--- src/rtl/regfile_sb_pkg.sv ---
// rtl/regfile_sb_pkg.sv - shared defaults and helpers for the scoreboarded register file
// Purpose: default widths, the address-width derivation and the counter ceiling
// used by regfile_sb and regfile_sb_ctr. No ports.
package regfile_sb_pkg;

  localparam int DATA_W_DEF = 32;
  localparam int NREGS_DEF  = 32;
  localparam int CNT_W_DEF  = 2;

  // Address width for n entries; never narrower than one bit.
  function automatic int aw_of(input int n);
    return (n <= 2) ? 1 : $clog2(n);
  endfunction

  // Largest value a w-bit outstanding-write counter may hold.
  function automatic int cnt_max(input int w);
    return (1 << w) - 1;
  endfunction

  localparam int CNT_MAX_DEF = cnt_max(CNT_W_DEF);

endpackage

--- src/rtl/regfile_sb_ctr.sv ---
// rtl/regfile_sb_ctr.sv - per-register saturating outstanding-write counter
// Purpose: counts issued-but-not-completed writes to one register.
// Ports:
//   clk, reset  clock and synchronous active-high reset
//   inc         one issue to this register this cycle
//   dec         number of completions to this register this cycle (0..NWR)
//   hold        freeze the count
//   cnt         current count
//   underflow   completions exceeded count + issue this cycle (count clamps at 0)
module regfile_sb_ctr
  import regfile_sb_pkg::*;
#(
  parameter int CNT_W = CNT_W_DEF,
  parameter int DEC_W = 2
) (
  input  logic             clk,
  input  logic             reset,
  input  logic             inc,
  input  logic [DEC_W-1:0] dec,
  input  logic             hold,
  output logic [CNT_W-1:0] cnt,
  output logic             underflow
);

  // Wide enough that cnt + inc never wraps and the compare against dec is exact.
  localparam int SW = CNT_W + DEC_W + 1;
  localparam logic [SW-1:0] TOP = SW'(cnt_max(CNT_W));

  logic [CNT_W-1:0] cnt_q, cnt_d;
  logic [SW-1:0]    up, dn;

  always_comb begin
    up        = SW'(cnt_q) + SW'(inc);
    dn        = SW'(dec);
    cnt_d     = cnt_q;
    underflow = 1'b0;
    if (!hold) begin
      if (up < dn) begin
        cnt_d     = '0;
        underflow = 1'b1;
      end else if ((up - dn) > TOP) begin
        cnt_d = CNT_W'(TOP);
      end else begin
        cnt_d = CNT_W'(up - dn);
      end
    end
  end

  always_ff @(posedge clk) begin
    if (reset) cnt_q <= '0;
    else       cnt_q <= cnt_d;
  end

  assign cnt = cnt_q;

endmodule

--- src/rtl/regfile_sb.sv ---
// rtl/regfile_sb.sv - multi-port register file with pending-write scoreboard
// Purpose: NRD combinational read ports with write-through bypass, NWR write-back
// ports (higher index wins on collision) and per-register outstanding-write
// counters producing rd_busy and iss_ready. Register 0 reads zero, never busy.
// Ports:
//   clk, reset          clock and synchronous active-high reset
//   hold                suppresses all writes and issues this cycle
//   rd_addr/rd_data     read ports, port i at slice i
//   rd_busy             source register has an outstanding write
//   iss_val/iss_dst     issuing instruction and its destination
//   iss_ready           issue accepted (destination counter not full)
//   wr_en/wr_addr/wr_data  write-back ports
//   err                 sticky: a write-back found its counter already at 0
module regfile_sb
  import regfile_sb_pkg::*;
#(
  parameter  int DATA_W = DATA_W_DEF,
  parameter  int NREGS  = NREGS_DEF,
  parameter  int NRD    = 2,
  parameter  int NWR    = 2,
  parameter  int CNT_W  = CNT_W_DEF,
  localparam int AW     = aw_of(NREGS)
) (
  input  logic                  clk,
  input  logic                  reset,
  input  logic                  hold,
  input  logic [NRD*AW-1:0]     rd_addr,
  output logic [NRD*DATA_W-1:0] rd_data,
  output logic [NRD-1:0]        rd_busy,
  input  logic                  iss_val,
  input  logic [AW-1:0]         iss_dst,
  output logic                  iss_ready,
  input  logic [NWR-1:0]        wr_en,
  input  logic [NWR*AW-1:0]     wr_addr,
  input  logic [NWR*DATA_W-1:0] wr_data,
  output logic                  err
);

  localparam int DEC_W = aw_of(NWR + 1);
  localparam int CW    = CNT_W + DEC_W;
  localparam logic [CNT_W-1:0] CNT_TOP = CNT_W'(cnt_max(CNT_W));

  logic [DATA_W-1:0] rf_q [NREGS];
  logic [DATA_W-1:0] rf_d [NREGS];
  logic              err_q, err_d;
  logic [CNT_W-1:0]  cnt [NREGS];
  logic [NREGS-1:1]  inc, unf;
  logic [DEC_W-1:0]  dec [1:NREGS-1];
  logic [NWR-1:0]    we_eff;
  logic              iss_eff;

  always_comb begin
    for (int j = 0; j < NWR; j++)
      we_eff[j] = wr_en[j] & ~hold & (wr_addr[j*AW +: AW] != '0);
  end

  // Conservative: a completion in this same cycle does not free a full counter.
  assign iss_ready = (iss_dst == '0) | (cnt[iss_dst] != CNT_TOP);
  assign iss_eff   = iss_val & iss_ready & ~hold & (iss_dst != '0);

  always_comb begin
    for (int r = 1; r < NREGS; r++) begin
      inc[r] = iss_eff & (iss_dst == AW'(r));
      dec[r] = '0;
      for (int j = 0; j < NWR; j++)
        if (we_eff[j] && wr_addr[j*AW +: AW] == AW'(r)) dec[r] = dec[r] + DEC_W'(1);
    end
  end

  assign cnt[0] = '0;

  for (genvar r = 1; r < NREGS; r++) begin : g_ctr
    regfile_sb_ctr #(.CNT_W(CNT_W), .DEC_W(DEC_W)) u_ctr (
      .clk       (clk),
      .reset     (reset),
      .inc       (inc[r]),
      .dec       (dec[r]),
      .hold      (hold),
      .cnt       (cnt[r]),
      .underflow (unf[r])
    );
  end

  // Ascending port order lets the highest-index writer land last.
  always_comb begin
    for (int r = 0; r < NREGS; r++) rf_d[r] = rf_q[r];
    for (int j = 0; j < NWR; j++)
      if (we_eff[j]) rf_d[wr_addr[j*AW +: AW]] = wr_data[j*DATA_W +: DATA_W];
    err_d = err_q | (|unf);
  end

  always_ff @(posedge clk) begin
    if (reset) begin
      for (int r = 0; r < NREGS; r++) rf_q[r] <= '0;
      err_q <= 1'b0;
    end else begin
      for (int r = 0; r < NREGS; r++) rf_q[r] <= rf_d[r];
      err_q <= err_d;
    end
  end

  assign err = err_q;

  // Bypass the highest-index same-cycle writer; each hit also credits a
  // completion so a consumer waiting on it is released in the same cycle.
  always_comb begin
    logic [AW-1:0]     a;
    logic [DATA_W-1:0] d;
    logic [DEC_W-1:0]  c;
    rd_data = '0;
    rd_busy = '0;
    a = '0;
    d = '0;
    c = '0;
    for (int i = 0; i < NRD; i++) begin
      a = rd_addr[i*AW +: AW];
      d = rf_q[a];
      c = '0;
      for (int j = 0; j < NWR; j++) begin
        if (we_eff[j] && wr_addr[j*AW +: AW] == a) begin
          d = wr_data[j*DATA_W +: DATA_W];
          c = c + DEC_W'(1);
        end
      end
      if (a == '0) begin
        rd_data[i*DATA_W +: DATA_W] = '0;
        rd_busy[i]                  = 1'b0;
      end else begin
        rd_data[i*DATA_W +: DATA_W] = d;
        rd_busy[i]                  = CW'(cnt[a]) > CW'(c);
      end
    end
  end

endmodule

--- config.mk ---
export PLATFORM = sky130hd
export DESIGN_NAME = regfile_sb
export DESIGN_NICKNAME = d
export VERILOG_FILES = /design/src/rtl/regfile_sb_pkg.sv /design/src/rtl/regfile_sb_ctr.sv /design/src/rtl/regfile_sb.sv
export SDC_FILE = /design/constraint.sdc
export NUM_CORES = 2
export LEC_CHECK = 0
export CELL_PAD_IN_SITES_DETAIL_PLACEMENT = 1
export CELL_PAD_IN_SITES_GLOBAL_PLACEMENT = 1
export CORE_ASPECT_RATIO = 1.5
export CORE_MARGIN = 2
export CORE_UTILIZATION = 31
export CTS_CLUSTER_DIAMETER = 50
export DETAILED_ROUTE_END_ITERATION = 8
export PLACE_DENSITY_LB_ADDON = 0.08
export SLEW_MARGIN = 20
export SYNTH_ARGS = -nofsm -noshare
export SYNTH_HDL_FRONTEND = slang
export SYNTH_SLANG_ARGS = --single-unit
--- constraint.sdc ---
create_clock -name clk -period 5.14 [get_ports clk]
set_clock_uncertainty 0.2 [all_clocks]
set_input_delay 1.028 -clock clk [delete_from_list [all_inputs] [get_ports clk]]
set_output_delay 1.028 -clock clk [all_outputs]
set_load 0.005 [all_outputs]
Yosys cells after proc, flatten, opt, wreduce, memory -nomap -nowiden
Memories as Yosys holds them, arrays and structs flattened.
Index checks and enable logic that the tools add are counted.
{ "word_totals": {"register_bits": 63, "mem_bits_rw": 1024, "in_bits": 95, "output_inout_bits": 68, "word_cells": 700, "n_memories": 1} }
{ "memory_table": {"columns": ["memory", "depth", "width", "read_ports", "rd_clocked_by_memory_dff", "wr", "line_no", "text"], "rows": [
  ["rf_q", 32, 32, 34, 0, 32, "regfile_sb.sv:43", "logic [DATA_W-1:0] rf_q [NREGS];"]
]} }
{ "op_classes": {"n_addsub": 95, "order_cmp": 71, "n_eq_ne": 98, "n_mux": 250, "bitwise": 78, "reduce_logical": 75} }
{ "ops": {"columns": ["cell", "n"], "rows": [
  ["$bwmux W1024", 2],
  ["$mux W1024", 2],
  ["$mux W32", 40],
  ["$demux W32 S5", 2],
  ["$eq A5 B5 Y1 const B", 48],
  ["$mux W2", 101],
  ["$gt A5 B2 Y1 const B", 31],
  ["$lt A5 B2 Y1", 31],
  ["$sub A5 B2 Y5", 31],
  ["$eq A5 B4 Y1 const B", 24],
  ["$mux W1", 100],
  ["$add A2 B1 Y3", 31],
  ["$logic_and A1 B1 Y1", 68],
  ["$add A2 B1 Y2 const B", 33],
  ["$eq A5 B3 Y1 const B", 12],
  ["$and A1 B1 Y1", 38],
  ["$or A1 B1 Y1", 34],
  ["$reduce_or A31 Y1", 1],
  ["$bmux W2 S5", 3],
  ["$eq A5 B2 Y1 const B", 6],
  ["$ge A6 B6 Y1 const B", 5],
  ["$not A5 Y6", 5],
  ["$eq A5 B5 Y1", 4],
  ["$eq A5 B1 Y1 const B", 3],
  ["other kinds (6)", 12]
]} }

Logic depth before layout (Yosys ltp)
{ "logic_depth": {"word_depth": 16, "ltp_mapped": 18, "ltp_nobuf": 14} }

Hierarchy
A second synthesis with hierarchy kept.
{ "unflattened": {"cells_unflattened": 7939, "hier_area_um2": 72462.0} }
{ "modules_own_cells": {"columns": ["mod", "n_inst", "cells_per_inst", "area_each_um2", "seq_area_each_um2"], "rows": [
  ["regfile_sb", 1, 7133, 65208.8, 20519.7],
  ["regfile_sb_ctr", 31, 26, 234.0, 40.0]
]} }

Worst setup path before layout
OpenSTA, ideal clock, no wires.
{ "synth_timing": {"kind": "input -> register", "start": "input iss_dst[0]", "end": "register g_ctr[19].u_ctr.cnt_q[0]", "setup_time_ps": 65, "t_arrival_ps": 4325, "required_time_ps": 4875, "path_slack_ps": 550, "stages": 17, "path_buffers": 3, "path_cell_list": "buf_2 > buf_2 > and3b_1 > a31oi_1 > mux4_2 > a21oi_2 > buf_2 > nor3_1 > ha_1 > inv_1 > ha_1 > fa_1 > ha_1 > nor2b_1 > a211oi_1 > a21oi_1 > nor2_1"} }
{ "synth_between": {"elab_chain_len": 15, "word_cells_on_any_way": 19, "cone_classes": "add/sub: 2; order compare: 2; eq/ne: 2; mux: 5; bitwise: 6; reduce/logical: 2"} }
{ "synth_rtl": {"columns": ["item", "line_no", "text"], "rows": [
  ["from (decl)", "regfile_sb.sv:31", "input logic [AW-1:0] iss_dst,"],
  ["$not A5 Y6 (implied by the code)", "regfile_sb.sv:58", "assign iss_ready = (iss_dst == '0) | (cnt[iss_dst] != CNT_TOP);"],
  ["$bmux W2 S5", "regfile_sb.sv:58", null],
  ["$mux W2 (implied by the code) (2 in a row)", "regfile_sb.sv:58", null],
  ["$ne A2 B2 Y1", "regfile_sb.sv:58", null],
  ["$or A1 B1 Y1", "regfile_sb.sv:58", null],
  ["$and A1 B1 Y1 (3 in a row)", "regfile_sb.sv:59", "assign iss_eff = iss_val & iss_ready & ~hold & (iss_dst != '0);"],
  ["$and A1 B1 Y1 *", "regfile_sb.sv:63", "inc[r] = iss_eff & (iss_dst == AW'(r));"],
  ["$add A2 B1 Y3 *", "regfile_sb_ctr.sv:33", "up = SW'(cnt_q) + SW'(inc);"],
  ["$sub A5 B2 Y5", "regfile_sb_ctr.sv:41", "end else if ((up - dn) > TOP) begin"],
  ["$gt A5 B2 Y1", "regfile_sb_ctr.sv:41", null],
  ["$mux W2", "regfile_sb_ctr.sv:41", null],
  ["$mux W2 *", "regfile_sb_ctr.sv:38", "if (up < dn) begin"],
  ["to (signal assigned)", "regfile_sb_ctr.sv:51", "else cnt_q <= cnt_d;"],
  ["to (decl)", "regfile_sb_ctr.sv:29", "logic [CNT_W-1:0] cnt_q, cnt_d;"]
]} }
Every way passes the cells marked *; elsewhere a longest branch is shown, timed or not. The select of a mux whose other input is x is not followed.
A chain may end at the register's enable or synchronous reset.

Worst setup path in the final report
{ "layout_timing": {"start": "input rd_addr[5]", "end": "output rd_data[61]"} }
{ "layout_between": {"elab_chain_len": 5, "word_cells_on_any_way": 9, "cone_classes": "eq/ne: 2; mux: 3; reduce/logical: 3; memory: 1"} }
{ "layout_rtl": {"columns": ["item", "line_no", "text"], "rows": [
  ["from (decl)", "regfile_sb.sv:27", "input logic [NRD*AW-1:0] rd_addr,"],
  ["parallel branches: the longest is 4 deep, another holds $mem_v2 Z32 W32", null, null],
  ["$mux W32 *", "regfile_sb.sv:125", "if (a == '0) begin"],
  ["to (decl)", "regfile_sb.sv:28", "output logic [NRD*DATA_W-1:0] rd_data,"]
]} }
Every way passes the cells marked *.

==> summary.txt <==
vias in the first global route = 74680
DP Area = 0.0812 mm²
I/O Pins = 163
CP arrival = 3.92 ns
hold depth = 1
die area = 0.235 mm²
CTS Sinks = 1087
Reg2Reg Depth = 13
Synth Area per Inst = 8.96 µm²
Clk pin slew, worst setup/hold paths = 0.06 ns
Reg power frac = 36.4%
Clk pwr share = 50.8%
Yosys reg bits = 1087
switching share of power = 29.5%
CP dominant cell by count = buf_16
Initial Utilization = 31.1%
fin. max-slew vios = 0
post-synth cell types = 77
endpoint class of the critical path = primary output
Final min period = 5.15 ns
TritonCTS Buffers = 165
net switching power = 0.00700 W
worst vdd ir = 0.223 mV
Post-DP HPWL = 282000 µm
Worst Path Required = 3.91 ns
Crit-path slowest cell = clkdlybuf4s50_1
final WL = 447000 µm
FP Rows = 216
commonest non-fill, non-tap cells in the layout = nor2_1, dfxtp_1, mux2i_1
Internal = 0.0167 W
Post-synth EDFFs = 0
first-pass GRT wire length = 615000 µm
Worst Setup SP = rd_addr[5]
fraction of the yosys area taken by sequential cells = 30.4%
RSZ-0062 raised after global routing = yes
Post-synth ARST share = 0%
routed vias = 73884
combinational share of power = 12.8%
setup ws final = -0.0117 ns
CTS max path bufs = 4
area delta synth->final = 22.5%
family with the most delay on the worst path = buffers and inverters
Primary FF master, synth = dfxtp_1
H-tree lvl count = 4
wire per inst = 39.4 µm
Final Wtd Congestion = 0.916
remaining routing DRC violations = 0
post-synthesis net count = 8315
critical path peak fanout = 36
Tcrit/Tclk final = 100%
status = finished with violations
Post-Syn Area = 0.0717 mm²
kind of critical path = input pin to primary output
pre-CTS setup slack = -0.600 ns
Hold Path Origin = rf_q[0][28]
CTS tree = done
reported max-cap violation count = 0
Port Buffer Count = 162
Congestion Overflow GR = 0
post-DR vias/cell = 6.53
Worst Max-Slew Pin Slew = 1.22 ns
Max Freq = 194 MHz
commonest non-fill, non-tap cell in the layout = nor2_1
Critical Path Stages = 9
Final setup viols = 2
worst relative slew slack = 18.5%
chip width = 397 µm
Worst Path Buf+Inv = 4
Final Hold Viols = 0
pwr dens = 270 mW/mm²
Nets = 8458
initial antenna violation count = 25
fraction of layout cells with a size suffix above 1 = 21.5%
CTS root buf = clkbuf_16
Worst setup SP type = input pin
FF-to-FF Start = g_ctr[12].u_ctr.cnt[1]
Leakage = 31.9 nW
die height = 593 µm
violated checks = negative setup slack
Hold Path Class = flip-flop to flip-flop
ANT nets after route = 0
cell count after synthesis = 7997
core box area = 0.230 mm²
Final Cell Area = 0.0878 mm²
GRT Total Usage = 36.9%
CP max stage delay = 0.60 ns
Iteration-0 DRC Markers = 7998
cells along the critical path = buf_16 > buf_16 > or3b_2 > buf_4 > o221ai_1 > a21oi_1 > a211o_1 > o22ai_1 > clkdlybuf4s50_1
Synth Warn # = 0
iteration count of the initial detailed-routing pass = 6
largest net degree at the start of global routing = 109
worst skew pair latency = 0.84 ns
[what timing repair did]
action / in CTS / in global routing
hold endpoints to repair: 0 / 0
setup buffers: 20 / 16
setup endpoints to repair: 54 / 46
gates resized for setup: 99 / 61
pin swaps: 23 / 18
cloned: 4 / 1
hold buffers: 0 / 0
[power groups by stage]
stage / clock network [W] / registers [W] / logic (W)
detailed placement: 0 / 0.00881 / 0.00289
global route: 0.0125 / 0.00864 / 0.00309
floorplan: 0 / 0.00876 / 0.00139
finish: 0.0121 / 0.00863 / 0.00303
global placement: 0 / 0.00881 / 0.00287
CTS: 0.0122 / 0.00863 / 0.00294
[per-layer routing]
layer	wire length (µm)	global-route usage (%)	share of wire, %
met5	107	0	0.024
met4	33700	24.3	7.6
met3	34100	6.89	7.6
met2	199000	57.7	45
met1	179000	46.5	40
[kinds of logic after synthesis]
| kind of cell | after synthesis | share of synthesized area [%] |
|---|---|---|
| and+or+nand+nor | 2609 | 15.8 |
| AOI/OAI and AO/OA | 1589 | 17.2 |
| buffers and inverters | 1271 | 7.24 |
| muxes | 1198 | 24.6 |
| DFF | 1087 | 30.4 |
| adders and majority gates | 223 | 4.54 |
| xor gates and xnor gates | 20 | 0.244 |
[Yosys cell counts, types with 14 or more instances]
| cell type | n | area, µm² |
|---|---|---|
| nor2_1 | 1119 | 4200 |
| dfxtp_1 | 1087 | 21800 |
| mux2i_1 | 739 | 7400 |
| nand2_1 | 686 | 2570 |
| clkbuf_1 | 646 | 2420 |
| a211oi_1 | 569 | 4270 |
| a311oi_1 | 512 | 4480 |
| nand3_1 | 511 | 2560 |
| mux4_2 | 451 | 10200 |
| inv_1 | 217 | 815 |
| buf_1 | 183 | 687 |
| buf_2 | 170 | 851 |
| ha_1 | 161 | 2010 |
| a21oi_1 | 125 | 626 |
| a22oi_1 | 98 | 736 |
| nor2b_1 | 84 | 526 |
| fa_1 | 62 | 1240 |
| nand4_1 | 47 | 294 |
| o22ai_1 | 47 | 294 |
| o221ai_1 | 41 | 359 |
| a22o_1 | 33 | 289 |
| nor3_1 | 33 | 165 |
| o21ai_0 | 33 | 165 |
| o31a_1 | 31 | 272 |
| buf_4 | 30 | 225 |
| a211o_1 | 18 | 158 |
| a221o_1 | 18 | 180 |
| and3_1 | 18 | 113 |
| nor3b_1 | 17 | 128 |
| nor4_1 | 16 | 100 |
| xor2_1 | 15 | 131 |
| nand3b_1 | 14 | 105 |
[through the flow]
stage	TNS (ns)	hold slack [ns]	cells	util, %	power (W)
finish	-0.0171	0.285	11320	38.1	0.0237
global route	-0.0854	0.289	11314	38.1	0.0242
global placement	-17.81	0.264	10987	35.3	0.0117
detailed placement	-17.59	0.272	10988	35.3	0.0117
floorplan	0	0.242	7997	-	0.0102
CTS	0	0.283	11297	38.0	0.0237
[cell type report]
class	count	area [µm²]
Multi-Input combinational cell	5639	45700
Antenna cell	7	17.5
Tap cell	3052	3820
Clock buffer	212	4630
Inverter	219	827
Clock inverter	76	907
Fill cell	25789	142000
Timing Repair Buffer	1028	10100
Sequential cell	1087	21800
[worst paths after layout]
| kind | end | slack, ns |
|---|---|---|
| worst max-delay path | rd_data[61] | -0.01 |
| worst min-delay path | rf_q[0][28] | 0.28 |
| worst max register to register | err | 0.87 |
| worst min register to register | rf_q[0][28] | 0.28 |
[state kept, by name, summed over array words and instances, names as in the netlist]
signal,count
g_ctr.u_ctr.cnt,62
rf_q,1024
err,1
No activity file was read; power rests on OpenSTA's default activity.
